### src/rtl/main_mem_burst_fu.sv
// Multi-channel burst transfer unit that moves data between main memory and the register file.
// Each beat moves num_ch words. A burst has blen+1 beats, and the address advances by stride
// on every beat. Every phase has one independent request/ack handshake per channel.
module main_mem_burst_fu #(
    parameter int unsigned data_width        = 32,
    parameter int unsigned addr_size         = 16,
    parameter int unsigned num_ch            = 2,
    parameter int unsigned reg_set_idx_width = 3,
    parameter int unsigned burst_width       = 3
) (
    input  logic                                clk_i,
    input  logic                                reset_ni,
    input  logic                                on_off_i,
    input  logic [addr_size-1:0]                config_i,
    output logic                                busy_o,
    output logic                                done_o,
    output logic [num_ch*addr_size-1:0]         addr_o,
    output logic [num_ch-1:0]                   read_en_o,
    output logic [num_ch-1:0]                   write_en_o,
    input  logic [num_ch-1:0]                   read_ack_i,
    input  logic [num_ch-1:0]                   write_ack_i,
    input  logic [num_ch*data_width-1:0]        r_data_i,
    output logic [num_ch*data_width-1:0]        w_data_o,
    output logic [num_ch-1:0]                   reg_read_o,
    output logic [num_ch-1:0]                   reg_write_o,
    output logic [num_ch*reg_set_idx_width-1:0] reg_set_idx_o,
    output logic [num_ch*data_width-1:0]        reg_data_o,
    input  logic [num_ch*data_width-1:0]        reg_data_i,
    input  logic [num_ch-1:0]                   reg_ack_i
);
    localparam int unsigned IW = reg_set_idx_width;
    localparam int unsigned BW = burst_width;
    localparam int unsigned AW = addr_size;
    localparam int unsigned DW = data_width;
    localparam int unsigned AddrIdxLsb = 1;
    localparam int unsigned DataIdxLsb = 1 + IW;
    localparam int unsigned BlenLsb    = 1 + 2 * IW;
    localparam int unsigned StrideLsb  = 1 + 2 * IW + BW;

    typedef enum logic [2:0] {
        StIdle, StFetchAddr, StFetchWdata, StMemAccess, StStoreRdata, StDone
    } state_e;

    state_e state_q, state_d;
    logic                        armed_q, armed_d;
    logic                        op_q, op_d;
    logic [IW-1:0]               addr_idx_q, addr_idx_d;
    logic [IW-1:0]               data_idx_q, data_idx_d;
    logic [BW-1:0]               blen_q, blen_d;
    logic [3:0]                  stride_q, stride_d;
    logic [BW-1:0]               k_q, k_d;
    logic [num_ch-1:0]           req_q, req_d;
    logic [num_ch-1:0]           acked_q, acked_d;
    logic [num_ch-1:0][AW-1:0]   addr_q, addr_d;
    logic [num_ch-1:0][DW-1:0]   w_data_q, w_data_d;
    logic [num_ch-1:0][DW-1:0]   r_data_q, r_data_d;

    logic              start, abort, phase_done, last_beat, advance;
    logic [num_ch-1:0] phase_ack, ack_hit, req_out;
    logic              unused_cfg;

    // Bits of config_i above the stride field carry no meaning.
    assign unused_cfg = ^config_i;

    assign start      = (state_q == StIdle) && on_off_i && armed_q;
    assign abort      = (state_q != StIdle) && !on_off_i;
    assign ack_hit    = req_q & phase_ack;
    assign phase_done = &(acked_q | ack_hit);
    assign last_beat  = (k_q == blen_q);
    // A beat ends on the last phase of that beat. The NEXT step is folded into this edge.
    assign advance    = !abort && phase_done && !last_beat &&
                        ((state_q == StMemAccess && !op_q) || state_q == StStoreRdata);

    // Select the ack bus that belongs to the current phase.
    always_comb begin
        phase_ack = '0;
        unique case (state_q)
            StFetchAddr, StFetchWdata, StStoreRdata: phase_ack = reg_ack_i;
            StMemAccess: phase_ack = op_q ? read_ack_i : write_ack_i;
            default:     phase_ack = '0;
        endcase
    end

    // State register.
    always_ff @(posedge clk_i or negedge reset_ni) begin
        if (!reset_ni) state_q <= StIdle;
        else           state_q <= state_d;
    end

    // Next-state logic. Abort overrides phase completion.
    always_comb begin
        state_d = state_q;
        unique case (state_q)
            StIdle:       if (start) state_d = StFetchAddr;
            StFetchAddr:  if (phase_done) state_d = op_q ? StMemAccess : StFetchWdata;
            StFetchWdata: if (phase_done) state_d = StMemAccess;
            StMemAccess: begin
                if (phase_done) begin
                    if (op_q)           state_d = StStoreRdata;
                    else if (last_beat) state_d = StDone;
                    else                state_d = StFetchWdata;
                end
            end
            StStoreRdata: if (phase_done) state_d = last_beat ? StDone : StMemAccess;
            StDone:       state_d = StIdle;
            default:      state_d = StIdle;
        endcase
        if (abort) state_d = StIdle;
    end

    // Datapath next-state: config latch, beat counter, addresses, data and handshake flags.
    always_comb begin
        armed_d    = armed_q;
        op_d       = op_q;
        addr_idx_d = addr_idx_q;
        data_idx_d = data_idx_q;
        blen_d     = blen_q;
        stride_d   = stride_q;
        k_d        = k_q;
        addr_d     = addr_q;
        w_data_d   = w_data_q;
        r_data_d   = r_data_q;
        if (start) begin
            op_d       = config_i[0];
            addr_idx_d = config_i[AddrIdxLsb +: IW];
            data_idx_d = config_i[DataIdxLsb +: IW];
            blen_d     = config_i[BlenLsb +: BW];
            stride_d   = config_i[StrideLsb +: 4];
            k_d        = '0;
            addr_d     = '0;
        end
        for (int c = 0; c < num_ch; c++) begin
            if (ack_hit[c]) begin
                if (state_q == StFetchAddr)          addr_d[c]   = reg_data_i[c*DW +: AW];
                if (state_q == StFetchWdata)         w_data_d[c] = reg_data_i[c*DW +: DW];
                if (state_q == StMemAccess && op_q)  r_data_d[c] = r_data_i[c*DW +: DW];
            end
        end
        if (advance) begin
            k_d = k_q + 1'b1;
            for (int c = 0; c < num_ch; c++) addr_d[c] = addr_q[c] + AW'(stride_q);
        end
        if (state_d != state_q) begin
            acked_d = '0;
            req_d   = (state_d inside {StFetchAddr, StFetchWdata, StMemAccess, StStoreRdata})
                      ? '1 : '0;
        end else begin
            acked_d = acked_q | ack_hit;
            req_d   = req_q & ~ack_hit;
        end
        // Re-arm needs on_off_i low for at least one cycle after each completion.
        if (!on_off_i)                                armed_d = 1'b1;
        else if (state_d == StDone && state_q != StDone) armed_d = 1'b0;
    end

    // Datapath registers.
    always_ff @(posedge clk_i or negedge reset_ni) begin
        if (!reset_ni) begin
            armed_q    <= 1'b1;
            op_q       <= 1'b0;
            addr_idx_q <= '0;
            data_idx_q <= '0;
            blen_q     <= '0;
            stride_q   <= '0;
            k_q        <= '0;
            req_q      <= '0;
            acked_q    <= '0;
            addr_q     <= '0;
            w_data_q   <= '0;
            r_data_q   <= '0;
        end else begin
            armed_q    <= armed_d;
            op_q       <= op_d;
            addr_idx_q <= addr_idx_d;
            data_idx_q <= data_idx_d;
            blen_q     <= blen_d;
            stride_q   <= stride_d;
            k_q        <= k_d;
            req_q      <= req_d;
            acked_q    <= acked_d;
            addr_q     <= addr_d;
            w_data_q   <= w_data_d;
            r_data_q   <= r_data_d;
        end
    end

    // Outputs. Only the phase that owns an output drives it. Abort masks requests immediately.
    always_comb begin
        req_out       = abort ? '0 : req_q;
        busy_o        = (state_q != StIdle);
        done_o        = (state_q == StDone);
        addr_o        = addr_q;
        w_data_o      = w_data_q;
        reg_read_o    = '0;
        reg_write_o   = '0;
        read_en_o     = '0;
        write_en_o    = '0;
        reg_data_o    = '0;
        reg_set_idx_o = '0;
        unique case (state_q)
            StFetchAddr:  reg_read_o  = req_out;
            StFetchWdata: reg_read_o  = req_out;
            StMemAccess: begin
                if (op_q) read_en_o  = req_out;
                else      write_en_o = req_out;
            end
            StStoreRdata: begin
                reg_write_o = req_out;
                reg_data_o  = r_data_q;
            end
            default: ;
        endcase
        for (int c = 0; c < num_ch; c++) begin
            if (state_q == StFetchAddr) begin
                reg_set_idx_o[c*IW +: IW] = addr_idx_q + IW'(c);
            end else if (state_q == StFetchWdata || state_q == StStoreRdata) begin
                reg_set_idx_o[c*IW +: IW] =
                    data_idx_q + IW'(int'(k_q) * int'(num_ch) + c);
            end
        end
    end
endmodule

### config.mk
export PLATFORM = sky130hd
export DESIGN_NAME = main_mem_burst_fu
export DESIGN_NICKNAME = d
export VERILOG_FILES = /design/src/rtl/main_mem_burst_fu.sv
export SDC_FILE = /design/constraint.sdc
export NUM_CORES = 1
export LEC_CHECK = 0
export CAP_MARGIN = 20
export CORE_MARGIN = 2
export CORE_UTILIZATION = 45
export CTS_CLUSTER_DIAMETER = 30
export CTS_CLUSTER_SIZE = 30
export DETAILED_ROUTE_END_ITERATION = 10
export PLACE_DENSITY_LB_ADDON = 0.12
export SLEW_MARGIN = 20
export SYNTH_ARGS = -nofsm -noshare
export SYNTH_HDL_FRONTEND = slang
export SYNTH_SLANG_ARGS = --single-unit
### constraint.sdc
create_clock -name clk_i -period 3.3 [get_ports clk_i]
set_input_delay 0.33 -clock clk_i [delete_from_list [all_inputs] [get_ports clk_i]]
set_output_delay 0.33 -clock clk_i [all_outputs]
set_load 0.05 [all_outputs]
==> qor.csv <==
metric,value,unit
Final nets,1268,
worst r2r dst,addr_o[27],
violated checks,hold timing,
Mapped Area,9051,µm²
type of origin of the critical path,flop,
Die ar.,21260,µm²
H-tree depth,4,
Die W,145.8,µm
Buffers on Ports,326,
drt drc,0,
prevailing post-synth register cell,dfrtp_1,
first-pass GRT wire length,41.55,mm
die height,145.8,µm
slew margin rel.,51.01,%
Vias/cell,5.381,
Layout Cells excl Fill,1380,
max frequency,311.4,MHz
average wire per standard cell,18.66,µm
CTS tree,built,
area grow syn2layout,45.45,%
layout cells sized above 1,19.39,%
CP Max Fanout,10,
Reg-to-Reg Start,state_q[0],
CP required,2.97,ns
Post-synth EDFFs,0,
total placed cells including tap cells,1347,
max_cap viols,0,
Crit. End Element,output port,
post-route ant nets,0,
Inserted Clock Buffers,17,
Critical Path AT,2.88,ns
sequential element share of the synthesized area,51.16,%
Netlist cell types,68,
WL final,25.75,mm
worst skew pair latency,0.43,ns
Pre-antenna DRT Iters,5,
row cnt,51,
"delay-heaviest family, CP",buffers and inverters,
#FFs+latches synth,185,
Synth area leaders,"dfrtp_1 (51%), mux2_2 (16%), and3_1 (5.2%)",
Setup Viol. Count Final,0,
reg-to-reg setup timing slack,0.42,ns
Yosys warnings,0,
Core Region,19590,µm²
initial antenna violation count,1,
root buf cell,clkbuf_16,
Worst Tran Pin Value,0.7348,ns
num ports,329,
"slowest stage cell, crit path",clkdlybuf4s50_1,
worst setup path category,flop to output port,
clock buffer depth,2,
RePlAce Congestion,0.8269,
gr usage total,24.29,%
vias in the first global route,7694,
fin crit period,3.212,ns
Clock transition at path regs,0.07,ns
Syn Inst Count,787,
crit path cell chain,inv_1 > nor2_1 > a22oi_1 > o22ai_1 > clkdlybuf4s50_1,
most frequent cell after synthesis,dfrtp_1,
Iteration-0 DRC Markers,516,
Vias,7426,
max incr delay on CP,0.83,ns
status,"finished, violations left",
R2R depth,8,
final hold violations,41,
Async SR Flop Fraction,100.0,%
Tcrit/Tclk final,97.32,%
CP Buf/Inv Count,2,
clock sink total,185,
Synth top area share,50.87,%
worst hold path type,input pin to asynchronous set/reset pin,
Min Hold Slack,-0.01864,ns
Congestion Overflow GR,0,
commonest cells in the synthesized netlist,"dfrtp_1 (184), mux2_2 (128), nand2_1 (86), and3_1 (75), nor2_1 (31)",
Final Max Slew Viols,0,
PD cells,715.0,nW/µm²
hpwl dp,18.84,mm
setup tns final,0,ns
Synth area leader,dfrtp_1,
Initial Util,46.20,%
largest net degree at the start of global routing,91,
Worst Clk Skew,0.01285,ns
Max VDD drop,0.4454,mV
RSZ-0062 raised after global routing,no,
"Avg Cell Area, Syn",11.50,µm²
Static Leak,6.182,nW
Syn Nets,954,
## final cells by class
| type | instances | area, µm² |
|---|---|---|
| clock inverters | 14 | 137.6 |
| flip-flops and latches | 185 | 4632 |
| clock buffers | 18 | 439.2 |
| inverters | 16 | 60.06 |
| fillers | 1579 | 6425 |
| well taps | 265 | 331.6 |
| repair buffers | 347 | 3440 |
| diodes | 1 | 2.502 |
| multi-input cells | 534 | 4123 |
## flip-flops by register name (all words and copies together), names as in the netlist
name        flops
state_q         3
req_q           2
r_data_q       64
blen_q          3
acked_q         2
op_q            1
w_data_o       64
addr_idx_q      3
armed_q         1
k_q             3
stride_q        4
addr_o         32
data_idx_q      3
## placed cells by master (no fill, tap or decap), types with 3 or more instances in the layout
cell type / n
inv_8: 3
clkbuf_16: 17
and2_1: 7
a22oi_1: 6
nor4_1: 7
and3_1: 74
nand2_1: 86
o21ai_1: 4
clkdlybuf4s50_1: 321
nand3_1: 9
inv_6: 4
xor2_1: 4
nor2_1: 29
o211a_1: 4
ha_1: 11
and4_1: 4
a31oi_1: 5
fa_1: 3
mux2_2: 128
clkinv_2: 3
a221o_1: 15
o21ai_0: 27
a21o_1: 4
o22ai_1: 3
a221oi_1: 8
a21oi_1: 18
nor3b_1: 5
nor3_1: 8
xnor2_1: 9
inv_1: 16
nor2b_1: 3
dfrtp_1: 183
buf_4: 23
mux2i_1: 5
## logic make-up (layout without fill, tap and decap cells)
kind of cell / count (synthesis) / after routing / share of synthesized area [%]
buffers and inverters: 68 / 395 / 3.387
XOR/XNOR: 14 / 14 / 1.562
other: 0 / 1 / 0
multiplexers: 133 / 133 / 16.48
flip-flops: 185 / 185 / 51.16
AO/OA/AOI/OAI: 119 / 119 / 9.925
AND/OR/NAND/NOR: 254 / 254 / 15.30
adder cells (fa/ha/maj): 14 / 14 / 2.184
## timing repair
action | 4_1_cts | 5_1_grt
hold buffers | 0 | 0
resized for setup | 0 | 1
endpoints found under the setup margin | 0 | 1
hold endpoints to repair | 0 | 0
buffers inserted | 0 | 0
## worst max-delay path by stage
| stage | from | to | slack (ns) | depth (start not counted) |
|---|---|---|---|---|
| floorplan | addr_o[0] | addr_o[14] | 0.52 | 11 |
| global placement | reg_ack_i[0] | addr_o[27] | 0.52 | 7 |
| detailed placement | on_off_i | addr_o[27] | 0.45 | 8 |
| CTS | state_q[0] | reg_set_idx_o[3] | 0.10 | 5 |
| global route | state_q[0] | reg_set_idx_o[3] | 0.01 | 5 |
| finish | state_q[0] | reg_set_idx_o[3] | 0.09 | 5 |
## per-stage QoR
stage | setup WS, ns | instance area, µm² | hold slack (ns) | util (%) | total power, mW
6_report | 0.08849 | 13170 | -0.01864 | 67.20 | 9.413
5_1_grt | 0.01234 | 13170 | 0.04006 | 67.20 | 9.897
4_1_cts | 0.1025 | 13160 | 0.0002459 | 67.18 | 9.472
3_5_place_dp | 0.4543 | 12580 | 0.4509 | 64.23 | 7.409
3_3_place_gp | 0.5212 | 12580 | 0.4607 | 64.23 | 7.337
2_1_floorplan | 0.5166 | 9051 | 0.03441 | - | 5.936
## layer usage
metal	part of all wire [%]	vias up	GRT usage [%]
met5	0	-	0
li1	-	3467	-
met4	3.0	0	9.314
met3	8.5	48	8.903
met2	48	266	38.28
met1	41	3645	30.63
## where the power goes
group	switching (mW)	internal [mW]	leakage (nW)
Clock	0.952	1.08	0.283
Sequential	0.500	2.75	2.52
Combinational	2.59	1.54	3.37
Total	4.04	5.38	6.18
(Power assumes the default switching activity.)
==> RTL change (same settings) <==
Reset style: synchronous (`reset_ni`), changed in 2 clocked blocks.
--- a/src/rtl/main_mem_burst_fu.sv
+++ b/src/rtl/main_mem_burst_fu.sv
@@ -83,5 +83,5 @@
 
     // State register.
-    always_ff @(posedge clk_i or negedge reset_ni) begin
+    always_ff @(posedge clk_i) begin
         if (!reset_ni) state_q <= StIdle;
         else           state_q <= state_d;
@@ -155,5 +155,5 @@
 
     // Datapath registers.
-    always_ff @(posedge clk_i or negedge reset_ni) begin
+    always_ff @(posedge clk_i) begin
         if (!reset_ni) begin
             armed_q    <= 1'b1;
Behaviour: differs if reset_ni is asserted again (counterexample within 4 cycles, from zero or initial values and one cycle with reset_ni low); with reset_ni held inactive, the same outputs for 4 cycles.
==> RTL change against the unedited design <==
Highest routed layer unchanged. Worst hold slack improved by 0.46 ns. Synthesized area decreased by 6.1%. Cell area decreased by 5.0%. Setup slack improved by 0.17 ns. Maximum frequency increased by 5.6%. Wire length increased by 2.7%. Critical path depth increased by 1. Non-clock buffer count decreased by 1. Die area decreased by 6.0%. Critical endpoint unchanged. Sequential cell count unchanged.
Power is not compared: it rests on default switching activity, and its combinational part moved more than twofold at a synthesized area within 25%.
==> RTL change: results (changes against the unedited design) <==
outcome: "finished clean"  # was complete, but fails checks
syn_avg_cell_area_sq_um: 7.65  # was 11.5 sq um
grt_antenna_before_repair: 0  # was 1
cts_resized: 0  # unchanged
place_area_sq_um: 11900  # was 12600 sq um
dr_wl_met2_um: 12700  # was 12300 um
r2r_setup_slack_ns: 0.48  # was 0.42 ns
drtIter0Drc: 530  # was 516
synthArstFlopShare_pct: 0  # was 100%
synth_area_leaders: "dfxtp_1, nand2_1, a21oi_1"  # was dfrtp_1, mux2_2, and3_1
grt_max_degree: 85  # was 91
drive_gt1_share_pct: 5.47  # was 19.4%
slew-limit-headroom_pct: 53.7  # was 51.0%
synthMuxAreaShare_pct: 0.884  # was 16.5%
use_met2_pct: 42.8  # was 38.3%
track_usage_pct: 25.5  # was 24.3%
place_inst: 1610  # was 1347
syn-num-nets: 1278  # was 954
synth_compound_area_share_pct: 20.2  # was 9.93%
drtPass1Iterations: 5  # unchanged
cpPeakStageDelay_ns: 0.85  # was 0.83 ns
grt_pass1_wl_um: 41700  # was 41600 um
synthAdderAreaFrac_pct: 2.33  # was 2.18%
cp_slowest_cell: "clkdlybuf4s50_1"  # unchanged
n_fill_cell: 1627  # was 1579
grtUsageMet3_pct: 6.21  # was 8.90%
clock_latency_ns: 0.43  # about the same
wire_per_inst_um: 16.1  # was 18.7 um
antennaDiodeCount: 0  # was 1
synthTopCellsByCount: "nand2_1, dfxtp_1, a21oi_1, and3_1, clkbuf_1"  # was dfrtp_1, mux2_2, nand2_1, and3_1, nor2_1
seq_area_frac_synth_pct: 43.6  # was 51.2%
synth_ff_type: "dfxtp_1"  # was dfrtp_1
r2r_cells: 7  # was 8
hp-class: "input pin to flop"  # was input pin to async pin
drt-met1-wl_um: 11200  # was 10500 um
r2r-end: "addr_o[27]"  # unchanged
wirelength_um: 26500  # was 25700 um
grt_util_met1_pct: 32.5  # was 30.6%
hold_slack_ns: 0.438  # was -0.0186 ns
cp_max_fo: 20  # was 10
synth-xor-area-share_pct: 1.74  # was 1.56%
wl_met3_um: 1940  # was 2190 um
crit_start: "state_q[2]"  # was state_q[0]
grt_pass1_vias: 8252  # was 7694
h-tree-depth: 4  # unchanged
cp.arrival_ns: 2.71  # was 2.88 ns
place_hpwl_um: 18400  # was 18800 um
clock_skew_ns: 0.0121  # was 0.0128 ns
synth.distinct_cells: 70  # was 68
vias: 8803  # was 7426
crit-reg2reg-launch: "state_q[1]"  # was state_q[0]
place_congestion: 0.887  # was 0.827
RTL change: through the flow:
stage / power, uW / util [%] / setup slack (ns)
global placement: 2690 / 63.9 / 0.585
detailed placement: 2690 / 63.9 / 0.527
global route: 4850 / 67.1 / 0.0967
floorplan: 2440 / - / 0.605
CTS: 4740 / 67.1 / 0.240
finish: 4700 / 67.1 / 0.257
RTL change: final cells by class:
| class | count | area share (%) |
|---|---|---|
| Inverter | 17 | 0.550 |
| Tap cell | 234 | 2.34 |
| Sequential cell | 185 | 29.6 |
| Timing Repair Buffer | 346 | 27.5 |
| Multi-Input combinational cell | 828 | 35.3 |
| Clock inverter | 11 | 1.07 |
| Clock buffer | 20 | 3.65 |
RTL change: worst min-delay path: cells and delay by family:
family                 cells  cell delay [ns]
AO/OA/AOI/OAI              1             0.05
AND/OR/NAND/NOR            1             0.05
buffers and inverters      1             0.39
RTL change: report_power, final:
group          switching (uW)  total [uW]  internal (uW)
clock                     896        2060           1160
combinational             171         382            211
sequential               16.2        2260           2240
